[src/rtl/cl_fmt_pkg.sv]
// Cache-line format shared by the pre-AFU and post-AFU stages: 16-bit head
// (length + last flag) above a 496-bit sample payload.
package cl_fmt_pkg;

   localparam int CL           = 512;
   localparam int CL_HEAD      = 16;
   localparam int CL_PAYLOAD   = CL - CL_HEAD;
   localparam int w_len_CLHead = 10;
   localparam int CL_LAST_BIT  = CL - 1 - 5;
   localparam int CL_LEN_LSB   = CL - CL_HEAD;

   typedef logic [CL_HEAD-1:0]      cl_head_t;
   typedef logic [w_len_CLHead-1:0] cl_len_t;

   // Head bits are numbered relative to CL_LEN_LSB, so the last flag sits at bit 10.
   function automatic cl_head_t cl_head(input cl_len_t len, input logic last);
      cl_head_t h;
      h = '0;
      h[w_len_CLHead-1:0] = len;
      h[CL_LAST_BIT-CL_LEN_LSB] = last;
      return h;
   endfunction

endpackage

[src/rtl/st2cl_accum.sv]
// Payload accumulator: indexed sample writes into a cache-line payload register.
// o_merged already contains the sample being written this cycle.
module st2cl_accum
   import cl_fmt_pkg::*;
#(
   parameter int ST = 12,
   parameter int N  = 41,
   parameter int IW = 6
) (
   input  logic                  clk,
   input  logic                  rst_n_sync,
   input  logic                  i_wr,
   input  logic [IW-1:0]         i_idx,
   input  logic [ST-1:0]         i_data,
   input  logic                  i_clr,
   output logic [CL_PAYLOAD-1:0] o_merged
);

   logic [CL_PAYLOAD-1:0] r_payload;
   logic [CL_PAYLOAD-1:0] w_merged;

   // Overlay the incoming sample on the stored payload at its slot.
   always_comb begin
      w_merged = r_payload;
      for (int k = 0; k < N; k++) begin
         w_merged[k*ST +: ST] = (i_wr && (i_idx == IW'(k))) ? i_data : r_payload[k*ST +: ST];
      end
   end

   // Clear wins over write: a completing sample leaves only via o_merged.
   always_ff @(posedge clk or negedge rst_n_sync) begin
      if (!rst_n_sync) begin
         r_payload <= '0;
      end else if (i_clr) begin
         r_payload <= '0;
      end else if (i_wr) begin
         r_payload <= w_merged;
      end
   end

   assign o_merged = w_merged;

endmodule

[src/rtl/st2cl_post_afu.sv]
// AFU output side: packs the sop/eop framed ST sample stream into 512-bit
// cache lines and writes them to the post-AFU CL FIFO.
module st2cl_post_afu
   import cl_fmt_pkg::*;
#(
   parameter int ST        = 12,
   parameter int ST_PER_CL = CL_PAYLOAD / ST
) (
   input  logic          clk,
   input  logic          rst_n_sync,
   input  logic [ST-1:0] sink_data,
   input  logic          sink_valid,
   input  logic          sink_sop,
   input  logic          sink_eop,
   output logic          sink_ready,
   input  logic          ff_almost_full,
   output logic          ff_wrreq,
   output logic [CL-1:0] ff_data,
   output logic          ff_wr_finish,
   output logic          err_proto
);

   localparam int CW = $clog2(ST_PER_CL + 1);

   localparam logic [1:0] S_IDLE = 2'd0;
   localparam logic [1:0] S_PACK = 2'd1;
   localparam logic [1:0] S_FIN  = 2'd2;

   generate
      if ((ST_PER_CL * ST > CL_PAYLOAD) || (ST_PER_CL > (1 << w_len_CLHead) - 1)) begin : g_bad_cfg
         $error("st2cl_post_afu: ST_PER_CL does not fit the cache-line format");
      end
   endgenerate

   logic [1:0]            r_state;
   logic [CW-1:0]         r_cnt;
   logic                  r_ready_en;
   logic                  r_wrreq;
   logic [CL-1:0]         r_data;
   logic                  r_wr_last;
   logic                  r_finish;
   logic                  r_err;

   logic                  w_beat;
   logic [1:0]            w_state_nxt;
   logic [CW-1:0]         w_cnt_nxt;
   logic                  w_acc_wr;
   logic                  w_emit;
   logic                  w_last;
   logic                  w_err;
   cl_len_t               w_len;
   logic [CL_PAYLOAD-1:0] w_merged;

   assign sink_ready = r_ready_en & ~ff_almost_full;
   assign w_beat     = sink_valid & sink_ready;
   assign w_len      = cl_len_t'(r_cnt) + cl_len_t'(1'b1);

   // Framing FSM: decides where each beat lands and when a line is complete.
   always_comb begin
      w_state_nxt = r_state;
      w_cnt_nxt   = r_cnt;
      w_acc_wr    = 1'b0;
      w_emit      = 1'b0;
      w_last      = 1'b0;
      w_err       = 1'b0;
      case (r_state)
         S_IDLE: begin
            if (w_beat) begin
               if (!sink_sop) begin
                  w_err = 1'b1;
               end else if (sink_eop) begin
                  w_acc_wr    = 1'b1;
                  w_emit      = 1'b1;
                  w_last      = 1'b1;
                  w_cnt_nxt   = '0;
                  w_state_nxt = S_FIN;
               end else begin
                  w_acc_wr    = 1'b1;
                  w_cnt_nxt   = CW'(1);
                  w_state_nxt = S_PACK;
               end
            end else begin
               w_state_nxt = S_IDLE;
            end
         end
         S_PACK: begin
            if (w_beat) begin
               w_acc_wr = 1'b1;
               w_err    = sink_sop;
               if (sink_eop) begin
                  w_emit      = 1'b1;
                  w_last      = 1'b1;
                  w_cnt_nxt   = '0;
                  w_state_nxt = S_FIN;
               end else if (r_cnt == CW'(ST_PER_CL - 1)) begin
                  w_emit    = 1'b1;
                  w_cnt_nxt = '0;
               end else begin
                  w_cnt_nxt = r_cnt + CW'(1);
               end
            end else begin
               w_state_nxt = S_PACK;
            end
         end
         S_FIN: begin
            w_state_nxt = S_IDLE;
         end
         default: begin
            w_state_nxt = S_IDLE;
            w_cnt_nxt   = '0;
         end
      endcase
   end

   st2cl_accum #(
      .ST (ST),
      .N  (ST_PER_CL),
      .IW (CW)
   ) u_accum (
      .clk        (clk),
      .rst_n_sync (rst_n_sync),
      .i_wr       (w_acc_wr),
      .i_idx      (r_cnt),
      .i_data     (sink_data),
      .i_clr      (w_emit),
      .o_merged   (w_merged)
   );

   // State, write strobe and pulses; a completed line is written unconditionally.
   always_ff @(posedge clk or negedge rst_n_sync) begin
      if (!rst_n_sync) begin
         r_state    <= S_IDLE;
         r_cnt      <= '0;
         r_ready_en <= 1'b0;
         r_wrreq    <= 1'b0;
         r_data     <= '0;
         r_wr_last  <= 1'b0;
         r_finish   <= 1'b0;
         r_err      <= 1'b0;
      end else begin
         r_state    <= w_state_nxt;
         r_cnt      <= w_cnt_nxt;
         r_ready_en <= (w_state_nxt != S_FIN);
         r_wrreq    <= w_emit;
         r_wr_last  <= w_emit & w_last;
         r_finish   <= r_wrreq & r_wr_last;
         r_err      <= w_err;
         if (w_emit) begin
            r_data <= {cl_head(w_len, w_last), w_merged};
         end
      end
   end

   assign ff_wrreq     = r_wrreq;
   assign ff_data      = r_data;
   assign ff_wr_finish = r_finish;
   assign err_proto    = r_err;

endmodule
[config.mk]
export PLATFORM = sky130hd
export DESIGN_NAME = st2cl_post_afu
export DESIGN_NICKNAME = d
export VERILOG_FILES = /design/src/rtl/cl_fmt_pkg.sv /design/src/rtl/st2cl_accum.sv /design/src/rtl/st2cl_post_afu.sv
export SDC_FILE = /design/constraint.sdc
export NUM_CORES = 2
export LEC_CHECK = 0
export ABC_AREA = 1
export ABC_CLOCK_PERIOD_IN_PS = 4110
export CAP_MARGIN = 20
export CORE_UTILIZATION = 30
export CTS_BUF_LIST = sky130_fd_sc_hd__clkbuf_4
export CTS_CLUSTER_SIZE = 40
export DETAILED_ROUTE_END_ITERATION = 16
export HOLD_SLACK_MARGIN = 0.02
export PLACE_DENSITY_LB_ADDON = 0.2
export SYNTH_ARGS = -nofsm -noshare
export SYNTH_HDL_FRONTEND = slang
export SYNTH_HIERARCHICAL = 1
export SYNTH_SLANG_ARGS = --single-unit
[constraint.sdc]
create_clock -name clk -period 4.11 [get_ports clk]
set_clock_uncertainty 0.15 [all_clocks]
set_input_delay 0.822 -clock clk [delete_from_list [all_inputs] [get_ports clk]]
set_output_delay 0.822 -clock clk [all_outputs]
set_load 0.01 [all_outputs]
==> results.txt <==
- After detailed routing, the number of vias per cell comes to ~4.5.
* Critical path class: flop to primary output
* Number of top-level design ports: approximately 530
- STA classifies the critical path startpoint as a flop.
- TritonCTS clock tree: done
* Run status: finished, violations left
- Die Width: roughly 390 um
* Vias in the first global route: roughly 39,000
- Once the clock tree was built, the setup fixing pass inserted 0 buffers.
- Unrepaired setup endpoints after global routing: false
* Slew at the pin closest to its max-slew limit: between 1 and 1.5 ns
- Top delay family on crit path: buffers and inverters
- The count of nets left with antenna violations once routing finished came out at 0.
* Data arrival, critical path: roughly 2.3 ns
- Worst r2r dst: ff_data[81]
- The clock passes through at most 4 buffers.
* Dominant cell type by area after synthesis: sky130_fd_sc_hd__dfrtp_1
- For this design, the sink count on the clock tree is 1,009.
- The initial utilization of the core area, before any placement, comes to 30.21%.
- Clock latency on the worst-skew pair, taken at its later pin, is 1.23 ns.
- Met3 Use GR: between 4 and 5%
- The worst-case IR drop observed on VDD is between 0.0003 and 0.0004 V.
* Achievable frequency: ~300 MHz
- Total CTS buffers: between 300 and 400
- Overall die height: approximately 400 um
* Number of distinct standard cells referenced by the synthesized netlist: 27
- The global routing stage identified its most utilized layer as met2.
- Required time of the worst setup path: about 3.1 ns
- Number of max-cap violations: 0
* Crit. End Element: primary output
- Entering global routing, the biggest net connects 160 pins.
- Across the whole layout, storage elements account for 0.02525 sq mm.
* Post-DP Area: between 0.05 and 0.06 sq mm
- Register-to-Register Path Depth: 9
- The library cell used most frequently in the layout, excluding fill and tap cells, is sky130_fd_sc_hd__nand2_1.
- # resized after CTS: 0
* Avg Inst Size Synth: 7.560 sq um
- For this run, the post-layout net count is 6,658.
- Summing over every cut layer, the via total after detailed routing is about 40,000.
- Beginning of the worst hold path: sink_data[1]
- The largest individual stage delay along the critical path comes from the cell sky130_fd_sc_hd__clkdlybuf4s50_1.
- In the final layout, the multi-input gates occupy roughly 0.015 sq mm.
* Critical path depth in cells: 1
- Sorting the synthesized cells by area gives the leading types as sky130_fd_sc_hd__dfrtp_1 (55%), sky130_fd_sc_hd__nand2_1 (18%), sky130_fd_sc_hd__nand3_1 (9.8%).
- Global routing used ~29% of the available met1 tracks.
- Area inside the core boundary: between 0.15 and 0.2 sq mm
- Number of standard cells after synthesis: between 6,000 and 7,000
- Post-route DRC violation count: 2
- During placement, the flow inserted port buffers numbering between 500 and 600.
* Post-route clock period utilization: between 70% and 80%
- On the worst path, the slowest cell contributes a delay of approximately 0.73 ns.
* Wire length of the first global-routing pass: roughly 240,000 um
- Final instance area: approximately 0.057 sq mm
* Series of cell instances along the critical path: clkdlybuf4s50_1
* Die area: about 0.15 sq mm
* Cell Pwr Density: 598.3 mW/mm^2
- The final reports fail on design-rule violations.
- First-pass detailed-route iteration total: 12
- Ratio of cells with drive above 1 in the final layout: 9.294%
* Post-synthesis sequential area ratio: 55.08%
* Hold Path Class: input port to flop
- Clock transition at the registers of the reported paths: about 0.06 ns
* Routed len/inst: ~18 um
* # rows: roughly 140
* Relative max-transition margin: roughly 30%
- Top library cells by usage in the layout, fill and taps aside: sky130_fd_sc_hd__nand2_1 (2,154), sky130_fd_sc_hd__dfrtp_1 (1,009), sky130_fd_sc_hd__inv_1 (1,006)
* Antenna violations before repair: 9
- Total of fill cells in the finished design: ~16,000
- Together, buffers and inverters on the worst path number 1.
* Top cell type's share of synthesized area: between 50 and 60%
- The completed layout was analyzed and its total power is around 0.034 W.
- DPL Wire Length: around 96,000 um
* Met2 capacity usage during global routing: 30.45%
- Final hold viol count: 0
* Synthesis-to-finish area growth: 24.53%
* Worst-case register-to-register setup slack: between 1 and 1.5 ns
- Global-route total usage across every layer: between 20 and 25%
* Final max-slew violation count: 0
- The smallest clock period supported by the final layout is computed as about 3.3 ns.
* Startpoint of the lowest-slack register-to-register path: r_cnt[2]
- Maximum level of the CTS H-tree: 5
* Routed wire length: ~160,000 um
* Final weighted congestion in routability-driven placement: 0.7650
- First-iteration detailed-routing DRC count: roughly 3,000
- Setup TNS: 0 ns
* CTS Root Cell: sky130_fd_sc_hd__clkbuf_4
- Number of warning messages in the yosys log: 6
* Post-synthesis instance area: between 0.04 and 0.05 sq mm
- In this run the static leakage power is around 34 nW.
- Maximum fanout encountered on the critical timing path: 2
- Critical Path Start: ff_data[498]
* Total grt overflow: 0
- Setup Viol. Count Final: 0
- The critical path ends at ff_data[498].
- Post-synthesis register bit count: slightly above 1,000
==> kinds of logic after synthesis <==
kind of cell	count (synthesis)	share of synthesized area (%)
AND/OR/NAND/NOR	3592	32.04
buffers and inverters	1440	12.58
flip-flops	1009	55.08
AO/OA/AOI/OAI	16	0.1856
XOR/XNOR	2	0.03822
adder cells (fa/ha/maj)	2	0.05458
other	2	0.01638
==> sequential cells by signal, indices dropped and copies added (netlist names) <==
signal and cells:
err_proto 1, ff_data 504, ff_wr_finish 1, ff_wrreq 1, r_cnt 6, r_ready_en 1
r_state 2, r_wr_last 1, u_accum/r_payload 492
==> where the power goes <==
part	leakage, nW	switching [W]	internal [W]	total (W)
logic	18.5	0.00485	0.00523	0.0101
clock network	2.15	0.00444	0.00498	0.00942
registers	13.4	0.00198	0.0127	0.0147
total	34.1	0.0113	0.0229	0.0342
==> cells in the mapped netlist <==
master / count
sky130_fd_sc_hd__buf_4: 29
sky130_fd_sc_hd__o31ai_1: 1
sky130_fd_sc_hd__nor2_1: 519
sky130_fd_sc_hd__o21ai_1: 12
sky130_fd_sc_hd__nand2_8: 1
sky130_fd_sc_hd__o21bai_1: 1
sky130_fd_sc_hd__nor2_4: 1
sky130_fd_sc_hd__nand2_1: 2154
sky130_fd_sc_hd__buf_6: 6
sky130_fd_sc_hd__ha_1: 2
sky130_fd_sc_hd__nand2_4: 1
sky130_fd_sc_hd__nor3_1: 2
sky130_fd_sc_hd__clkbuf_1: 196
sky130_fd_sc_hd__o21ai_0: 1
sky130_fd_sc_hd__buf_2: 167
sky130_fd_sc_hd__inv_1: 1018
sky130_fd_sc_hd__buf_1: 17
sky130_fd_sc_hd__xor2_1: 2
sky130_fd_sc_hd__inv_2: 7
sky130_fd_sc_hd__nand3_1: 896
sky130_fd_sc_hd__a21oi_1: 1
sky130_fd_sc_hd__nand3_2: 1
sky130_fd_sc_hd__nand4_1: 1
sky130_fd_sc_hd__conb_1: 2
sky130_fd_sc_hd__nor2_2: 11
sky130_fd_sc_hd__nand2_2: 5
sky130_fd_sc_hd__dfrtp_1: 1009
==> layout make-up <==
type,count,area share [%]
Tap cell,2030,4.450
Antenna cell,8,0.03507
Multi-Input combinational cell,3624,26.17
Sequential cell,1009,44.23
Timing Repair Buffer,666,12.17
Inverter,1025,6.747
Clock buffer,448,5.892
Clock inverter,39,0.3047
==> what timing repair did <==
action	in CTS	in global routing
endpoints found under the setup margin	0	0
endpoints found under the hold margin	905	0
hold buffers	10	0
==> worst reg2reg max path, delay by kind of cell, from the launching register on <==
kind	cells	cell delay [ns]
AND/OR/NAND/NOR	7	1.61
buffers and inverters	2	0.47
flip-flops	1	0.57
==> how the worst min path moves through the flow <==
stage                        endpoint  slack [ns]  depth (start not counted)
2_1_floorplan            ff_wr_finish        0.26                          2
5_1_grt        u_accum/r_payload[373]        0.08                          3
3_3_place_gp             ff_wr_finish        0.30                          2
4_1_cts                    r_state[0]        0.03                          4
3_5_place_dp             ff_data[506]        0.32                          2
6_report       u_accum/r_payload[373]        0.23                          3
==> metal layers <==
metal,part of all wire [%],up-vias
met2,44,1243
met1,47,19137
met3,6.5,290
met5,0.037,-
li1,-,19258
met4,2.4,10
==> per-stage QoR <==
step                util [%]  hold slack [ns]  worst slack (ns)  cells
finish                 37.62           0.2282            0.8240   8849
global route           37.62          0.07652            0.5911   8849
CTS                    37.61          0.03341            0.6288   8841
detailed placement     35.20           0.3214            0.4260   8344
global placement       35.20           0.3014            0.4906   8344
floorplan                  -           0.2586             1.382   6073
(Power assumes the default switching activity.)
